<file path="src/rtl/pipeline_skid_buffer_if.sv">
// Purpose: ready/valid handshake bundle around a two-entry skid buffer.
// Latency: none (wires only).
// Backpressure: carries input_ready upstream and output_ready downstream.
//
// Ports/signals:
//   input_valid, input_data, input_ready     - upstream side of the buffer
//   output_valid, output_data, output_ready  - downstream side of the buffer
// Modports:
//   slave  - the buffer itself (consumes input_*, produces output_*)
//   master - the environment around the buffer (producer and consumer)
interface pipeline_skid_buffer_if #(
    parameter int WORD_WIDTH = 0
);
    logic                  input_valid;
    logic                  input_ready;
    logic [WORD_WIDTH-1:0] input_data;
    logic                  output_valid;
    logic                  output_ready;
    logic [WORD_WIDTH-1:0] output_data;

    modport slave (
        input  input_valid,
        input  input_data,
        output input_ready,
        output output_valid,
        input  output_ready,
        output output_data
    );

    modport master (
        output input_valid,
        output input_data,
        input  input_ready,
        input  output_valid,
        output output_ready,
        input  output_data
    );
endinterface

</file>
<file path="src/rtl/pipeline_skid_buffer.sv">
// Purpose: two-entry ready/valid buffer with fully registered valid/ready/data, cutting the ready path.
// Latency: a word inserted on edge N is presented on output_data after edge N (1 cycle), full throughput.
// Backpressure: input_ready drops only when both entries are full (never with PIPELINE_SKID_BUFFER_CIRCULAR_EN).
//
// Ports:
//   clock  - single clock, all state changes on the rising edge
//   reset  - asynchronous active-high reset; discards both stored words
//   bus    - pipeline_skid_buffer_if.slave: input_valid/input_ready/input_data upstream,
//            output_valid/output_ready/output_data downstream
// Parameter WORD_WIDTH must be set > 0 and match the interface instance.
// Optional macro PIPELINE_SKID_BUFFER_CIRCULAR_EN: when defined, the buffer never back-pressures
// after reset; inserting into a full buffer without a removal drops the oldest word.
module pipeline_skid_buffer #(
    parameter int WORD_WIDTH = 0
) (
    input  logic                        clock,
    input  logic                        reset,
    pipeline_skid_buffer_if.slave       bus
);

    typedef enum logic [1:0] {
        EMPTY = 2'd0,
        BUSY  = 2'd1,
        FULL  = 2'd2
    } state_t;

    state_t                state_q, state_d;
    logic [WORD_WIDTH-1:0] main_q,  main_d;
    logic [WORD_WIDTH-1:0] skid_q,  skid_d;
    logic                  ready_q, ready_d;
    logic                  valid_q, valid_d;

    logic insert;
    logic remove;

    // Handshakes use only the registered ready/valid, so output_ready never
    // reaches input_ready through logic.
    assign insert = bus.input_valid & ready_q;
    assign remove = valid_q & bus.output_ready;

    always_comb begin
        state_d = state_q;
        main_d  = main_q;
        skid_d  = skid_q;

        case (state_q)
            EMPTY: begin
                if (insert) begin
                    main_d  = bus.input_data;
                    state_d = BUSY;
                end
            end
            BUSY: begin
                if (insert && !remove) begin
                    skid_d  = bus.input_data;
                    state_d = FULL;
                end else if (insert && remove) begin
                    // Flow-through: the new word replaces the one leaving.
                    main_d  = bus.input_data;
                end else if (remove) begin
                    state_d = EMPTY;
                end
            end
            FULL: begin
`ifdef PIPELINE_SKID_BUFFER_CIRCULAR_EN
                if (insert) begin
                    // Shift the pair forward; without a removal the word
                    // in main is lost (oldest dropped).
                    main_d = skid_q;
                    skid_d = bus.input_data;
                end else if (remove) begin
                    main_d  = skid_q;
                    state_d = BUSY;
                end
`else
                // input_ready is low here, so input_data is ignored.
                if (remove) begin
                    main_d  = skid_q;
                    state_d = BUSY;
                end
`endif
            end
            default: begin
                state_d = EMPTY;
            end
        endcase

        // Ready/valid are registered copies of what the next state implies.
        // ready_q is 0 only while reset is held; the first edge after
        // release sets it.
`ifdef PIPELINE_SKID_BUFFER_CIRCULAR_EN
        ready_d = 1'b1;
`else
        ready_d = (state_d != FULL);
`endif
        valid_d = (state_d != EMPTY);
    end

    always_ff @(posedge clock or posedge reset) begin
        if (reset) begin
            state_q <= EMPTY;
            main_q  <= '0;
            skid_q  <= '0;
            ready_q <= 1'b0;
            valid_q <= 1'b0;
        end else begin
            state_q <= state_d;
            main_q  <= main_d;
            skid_q  <= skid_d;
            ready_q <= ready_d;
            valid_q <= valid_d;
        end
    end

    assign bus.input_ready  = ready_q;
    assign bus.output_valid = valid_q;
    assign bus.output_data  = main_q;

endmodule
</file>
<file path="src/flat_wrapper.sv">
// flat-port wrapper written by rule: the top's interface ports become plain ports
module pipeline_skid_buffer_flat 
#(
    parameter int WORD_WIDTH = 0
)
  (clock, reset, bus_input_valid, bus_input_data, bus_input_ready, bus_output_valid, bus_output_ready, bus_output_data);
  pipeline_skid_buffer_if #(.WORD_WIDTH(WORD_WIDTH)) bus_i ();
  input  logic clock;
  input  logic reset;
  input wire logic [$bits(bus_i.input_valid)-1:0] bus_input_valid;
  input wire logic [$bits(bus_i.input_data)-1:0] bus_input_data;
  output wire logic [$bits(bus_i.input_ready)-1:0] bus_input_ready;
  output wire logic [$bits(bus_i.output_valid)-1:0] bus_output_valid;
  input wire logic [$bits(bus_i.output_ready)-1:0] bus_output_ready;
  output wire logic [$bits(bus_i.output_data)-1:0] bus_output_data;
  assign bus_i.input_valid = bus_input_valid;
  assign bus_i.input_data = bus_input_data;
  assign bus_input_ready = bus_i.input_ready;
  assign bus_output_valid = bus_i.output_valid;
  assign bus_i.output_ready = bus_output_ready;
  assign bus_output_data = bus_i.output_data;
  pipeline_skid_buffer #(.WORD_WIDTH(WORD_WIDTH)) u_core (.clock(clock), .reset(reset), .bus(bus_i));
endmodule
</file>
<file path="config.mk">
export PLATFORM = sky130hd
export DESIGN_NAME = pipeline_skid_buffer_flat
export DESIGN_NICKNAME = d
export VERILOG_FILES = /design/src/rtl/pipeline_skid_buffer_if.sv /design/src/rtl/pipeline_skid_buffer.sv /design/src/flat_wrapper.sv
export SDC_FILE = /design/constraint.sdc
export NUM_CORES = 1
export LEC_CHECK = 0
export BUFFER_PORTS_ARGS = -buffer_cell sky130_fd_sc_hd__buf_2
export CORE_ASPECT_RATIO = 1.2
export CORE_MARGIN = 5
export CORE_UTILIZATION = 25
export CTS_BUF_LIST = sky130_fd_sc_hd__clkbuf_4 sky130_fd_sc_hd__clkbuf_8
export DETAILED_ROUTE_END_ITERATION = 16
export MAX_ROUTING_LAYER = met4
export PLACE_DENSITY = 0.54
export SETUP_SLACK_MARGIN = 0.15
export SLEW_MARGIN = 20
export SYNTH_ARGS = -nofsm -noshare
export SYNTH_HDL_FRONTEND = slang
export SYNTH_SLANG_ARGS = --single-unit
export TNS_END_PERCENT = 100
</file>
<file path="constraint.sdc">
create_clock -name clock -period 1.76 [get_ports clock]
set_clock_uncertainty 0.15 [all_clocks]
set_input_delay 0.176 -clock clock [delete_from_list [all_inputs] [get_ports clock]]
set_output_delay 0.176 -clock clock [all_outputs]
set_load 0.05 [all_outputs]
</file>
### After elaboration in Yosys (flattened, before gate mapping)

Index checks and enable logic that the tools add are counted.

| cells by class | value |
|---|---|
| add/subtract/negate cells | 0 |
| multipliers | 0 |
| div/mod/pow operators | 0 |
| $lt $le $gt $ge | 0 |
| equality and inequality tests | 7 |
| shift operators | 0 |
| muxes and demuxes | 11 |
| bitwise gates (word level) | 2 |
| reductions and logical operators | 8 |

Operator list:

| cell | count |
|---|---|
| 2-bit two-way mux | 9 |
| 2-bit case mux with 3 select lines | 2 |
| 2-bit by 1-bit inequality test with 1-bit output, second input constant | 3 |
| 5-bit AND reduction | 1 |
| 2-bit inequality test, second input constant | 2 |
| 3-bit nonzero test | 1 |
| 1-bit bitwise AND | 2 |
| 2-bit by 1-bit equality test with 1-bit output, second input constant | 1 |
| 2-bit equality test, second input constant | 1 |
| 1-bit logical AND | 2 |
| 2-bit zero test | 1 |
| 2-bit AND reduction | 1 |
| 2-bit nonzero test | 1 |
| 1-bit zero test | 1 |

| word-level totals | value |
|---|---|
| flip-flop bits (word level) | 8 |
| bits in latches | 0 |
| RAM bits | 0 |
| memory bits (read-only) | 0 |
| bits of input ports | 6 |
| output and inout bits | 4 |
| logic and storage cells | 33 |
| memories | 0 |

### Longest topological paths before layout

| depth | value |
|---|---|
| depth in word-level cells | 6 |
| depth in mapped cells | 4 |
| gate-level depth less buffers | 3 |

### Least setup slack after synthesis

Ideal clock, no wire load.

| timing | value |
|---|---|
| path kind | flip-flop to flip-flop |
| start | register u_core.ready_q, in the netlist u_core.bus.input_ready |
| end | register u_core.main_q[-1], in the netlist u_core.bus.output_data[-1] |
| library setup time | 125 ps |
| arrival | 1437 ps |
| required time | 1485 ps |
| setup slack | 49 ps |
| stages on the path, launching flop included | 4 |
| path buffers | 0 |
| period minus slack after synthesis | 1711 ps |
| cell sequence | dfrtp_1 > nand4_1 > o221ai_2 > mux2_2 |

| between the ends | value |
|---|---|
| word-level cells in the longest chain between the ends | 4 |
| elaborated cells on any way between the ends | 7 |
| classes of those cells | eq/ne: 3; bitwise: 1; reduce/logical: 3 |

RTL lines:

| what | line | RTL |
|---|---|---|
| start: declaration | pipeline_skid_buffer.sv:30 | `logic ready_q, ready_d;` |
| start signal: assignment | pipeline_skid_buffer.sv:110 | `ready_q <= ready_d;` |
| 1-bit bitwise AND (*) | pipeline_skid_buffer.sv:38 | `assign insert = bus.input_valid & ready_q;` |
| 1-bit logical AND, on equally long branches | pipeline_skid_buffer.sv:54, pipeline_skid_buffer.sv:57 |  |
| 2-bit inequality test (no source line) or 2-bit by 1-bit inequality test with 1-bit output (tied branches) | n/a |  |
| 5-bit AND reduction (no source line) (*) | n/a |  |
| end signal: assignment | pipeline_skid_buffer.sv:108 | `main_q <= main_d;` |
| end: declaration | pipeline_skid_buffer.sv:28 | `logic [WORD_WIDTH-1:0] main_q, main_d;` |

Every way passes the cells marked *; elsewhere a longest branch is shown, timed or not.
A chain may end at the register's enable or synchronous reset.

### Worst setup path after layout

| timing | value |
|---|---|
| start | register u_core.state_q[0] |
| end | register u_core.main_q[-1], in the netlist u_core.bus.output_data[-1] |

| between the ends | value |
|---|---|
| word-level cells in the longest chain between the ends | 3 |
| elaborated cells on any way between the ends | 10 |
| classes of those cells | eq/ne: 6; mux: 1; reduce/logical: 3 |

RTL lines:

| what | line | RTL |
|---|---|---|
| start: declaration | pipeline_skid_buffer.sv:27 | `state_t state_q, state_d;` |
| start signal: assignment | pipeline_skid_buffer.sv:107 | `state_q <= state_d;` |
| 2-bit equality test, or another cell as far along | pipeline_skid_buffer.sv:46 | `case (state_q)` |
| 2-bit by 1-bit inequality test with 1-bit output (no source line), or another cell as far along | n/a |  |
| 5-bit AND reduction (no source line) | n/a |  |

Several ways; a longest one is shown, not always the timed one.

==> run_results.csv <==
group,metric,value,unit
outcome,outcome,"complete, no violations",
timing,final_critical_path_setup_slack,245,ps
critical_path,cp_data_arrival_time,1490,ps
drt,drc,0,
timing,finalHoldViolCount,0,
synth,syn-mean-instance-area,12.8,um2
synth,synth-seq-area-share,48.9,%
drt,num_vias,284,
grt,antenna_found_initial,0,
clock_network,postcts_setup_bufs,0,
synth,syn-cell-area,409,um2
critical_path,cp_max_stage_delay,390,ps
die,chip_height,54.3,um
clock_network,tritoncts.num_buffers,3,
place,place_ws,177,ps
synth,synth_cell_types,16,
drt,dr.max_layer_used,"met3",
layout,final_util,31.4,%
grt,vias_in_the_first_global_route,277,
drt,routedWlPerCell,11.5,um
place,io_buffers,9,
grt,largest_net_degree_at_the_start_of_global_routing,9,
drt,postRouteWirelength,715,um
die,floorplan.io_pins,10,
run,max_cap_violations,0,
layout,insertedDiodeCount,0,
die,core_area,1600,um2
synth,yosys_register_bits,8,
timing,slew_headroom,79.9,%
layout,most_frequent_standard_cell_in_the_layout_excluding_fill_and_tap_cells,"buf_2",
timing,achievable-frequency,660,MHz
drt,antenna_violating_nets_post_route,0,
grt,grt-ovfl-total,0,
grt,grt.total_usage,7.05,%
hold_path,hold_path.class,"in -> reg",
drt,drt_iter0_drc,3,
drt,met3_wire_length,69,um
timing,min_period_over_period,86.1,%
power_and_ir_drop,p_total,0.915,mW
critical_path,worstSetupEndpointType,"flop",
clock_network,clk_pin_slew_worst_paths,50,ps
critical_path,cp_cell_sequence,"nand2b_2 -> o221ai_2 -> mux2_2",
critical_path,worstPathMaxFanout,7,
layout,layout.cell_area.non_filler,503,um2
drt,first_pass_iters,4,
clock_network,cts_sinks,8,
synth,syn_inst,32,
place,gp_congestion,0.681,
power_and_ir_drop,p_leak,0.229,nW
timing,period_minus_slack,1510,ps
clock_network,cts.root.buffer_cell,"clkbuf_4",
critical_path,crit_path_top_delay_cell,"dfrtp_1",
synth,synth.largest_area_cell,"dfrtp_1",
die,die_x,46.9,um
layout,finish.net_count,52,
die,design.die.area,2550,um2
timing,timing_worst_slew_pin_value,298,ps
critical_path,setup.worst_path.start_class,"flop",
synth,synth_top_cells_by_area,"dfrtp_1 49%, mux2_4 11%, mux2_2 8.3%, a21boi_0 5.5%, nand2_1 3.7%",
synth,synth_nets,38,
power_and_ir_drop,ir_drop,0.893,mV
synth,synth_top_cell_area_share,48.9,%
place,detailed_place.area,468,um2
drt,avgViaCountPerCell,4.58,
grt,grt_pass1_wl,1150,um
synth,synth-warning-count,0,
layout,syn2layout_area_growth,22.9,%
layout,final_cell_mix,"9 x buf_2, 6 x dfrtp_1, 4 x nand2_1",
die,std_cell_rows,16,
drt,route.layer.met1.wl,335,um
critical_path,path_class,"reg -> reg",
clock_network,tritoncts_clock_tree,"built",
clock_network,clk_latency,250,ps
die,initial_core_util,25.5,%
layout,final_layout_size_suffix_gt1_share,54.5,%
clock_network,clockBufferDepth,2,
power_and_ir_drop,pwr_density_cell,1820,nW/um2
timing,fin_setup_tns,0,ps
timing,final-setup-viol-count,0,
drt,route.met2.wl,310,um
clock_network,htreeDepth,1,
timing,report.final.slew_viol_count,0,
timing,rsz0062_at_grt,"false",
critical_path,worst-endpoint-required,1740,ps
stage by stage:
stage               hold WS, ps  cells
global route               24.1     62
CTS                        11.7     62
global placement          -6.26     58
detailed placement        -10.8     58
finish                     21.5     62
floorplan                  -158     32
final timing paths:
kind                                           startpoint                    endpoint  slack, ps  cells after the start
worst min register to register  u_core.bus.output_data[0]   u_core.bus.output_data[0]        350                      1
max in group asynchronous                           reset     u_core.bus.output_valid        940                      3
worst max-delay path                    u_core.state_q[0]  u_core.bus.output_data[-1]        250                      3
min in group asynchronous                           reset            u_core.skid_q[0]        260                      3
worst max register to register          u_core.state_q[0]  u_core.bus.output_data[-1]        250                      3
worst min-delay path                    bus_input_data[0]            u_core.skid_q[0]         20                      2
timing repair:
item                                    CTS  global route
endpoints found under the hold margin     8             0
gates resized for setup                   0             1
hold buffers                              1             0
endpoints found under the setup margin    0             1
report_power, final:
part           leakage (nW)  switching (mW)  internal [mW]  total (mW)
Combinational         0.123           0.262          0.179       0.442
Clock                0.0138          0.0568         0.0776       0.134
Sequential           0.0924          0.0657          0.273       0.339
cells in the mapped netlist (all sizes together):
cell     n
dfrtp    8
mux2     6
nand2    4
a21boi   3
o221ai   2
a21oi    1
a22o     1
and3b    1
buf      1
inv      1
nand2b   1
nand4    1
nand4bb  1
o21ai    1
layout make-up:
cell class / instances / area [um2]
Timing Repair Buffer: 10 / 55.1
Fill cell: 173 / 1100
Sequential cell: 8 / 203
Clock buffer: 3 / 22.5
Inverter: 1 / 3.75
Tap cell: 18 / 22.5
Multi-Input combinational cell: 22 / 196
sequential cells by signal, summed over array words and instances, names as in the netlist:
| name | count |
|---|---|
| u_core.bus.output_valid | 1 |
| u_core.state_q | 2 |
| u_core.skid_q | 1 |
| u_core.bus.output_data | 1 |
| u_core.skid_q[-1] | 1 |
| u_core.bus.input_ready | 1 |
| u_core.bus.output_data[-1] | 1 |
layer usage:
metal	track usage (%)	up-vias
met1	8.65	124
li1	-	147
met3	2.96	0
met5	-	-
met2	8.82	13
met4	5.53	0
critical path, delay by kind of cell (launching register included):
family	cells	cell delay, ps
muxes	1	360
and+or+nand+nor	1	260
AOI/OAI and AO/OA	1	240
DFF	1	390
kinds of logic after synthesis:
group | after synthesis | synth area share (%)
AOI/OAI and AO/OA | 8 | 16.2
and+or+nand+nor | 8 | 11.9
muxes | 6 | 19.3
buffers and inverters | 2 | 3.67
DFF | 8 | 48.9
Power figures use the tool's default switching activity.
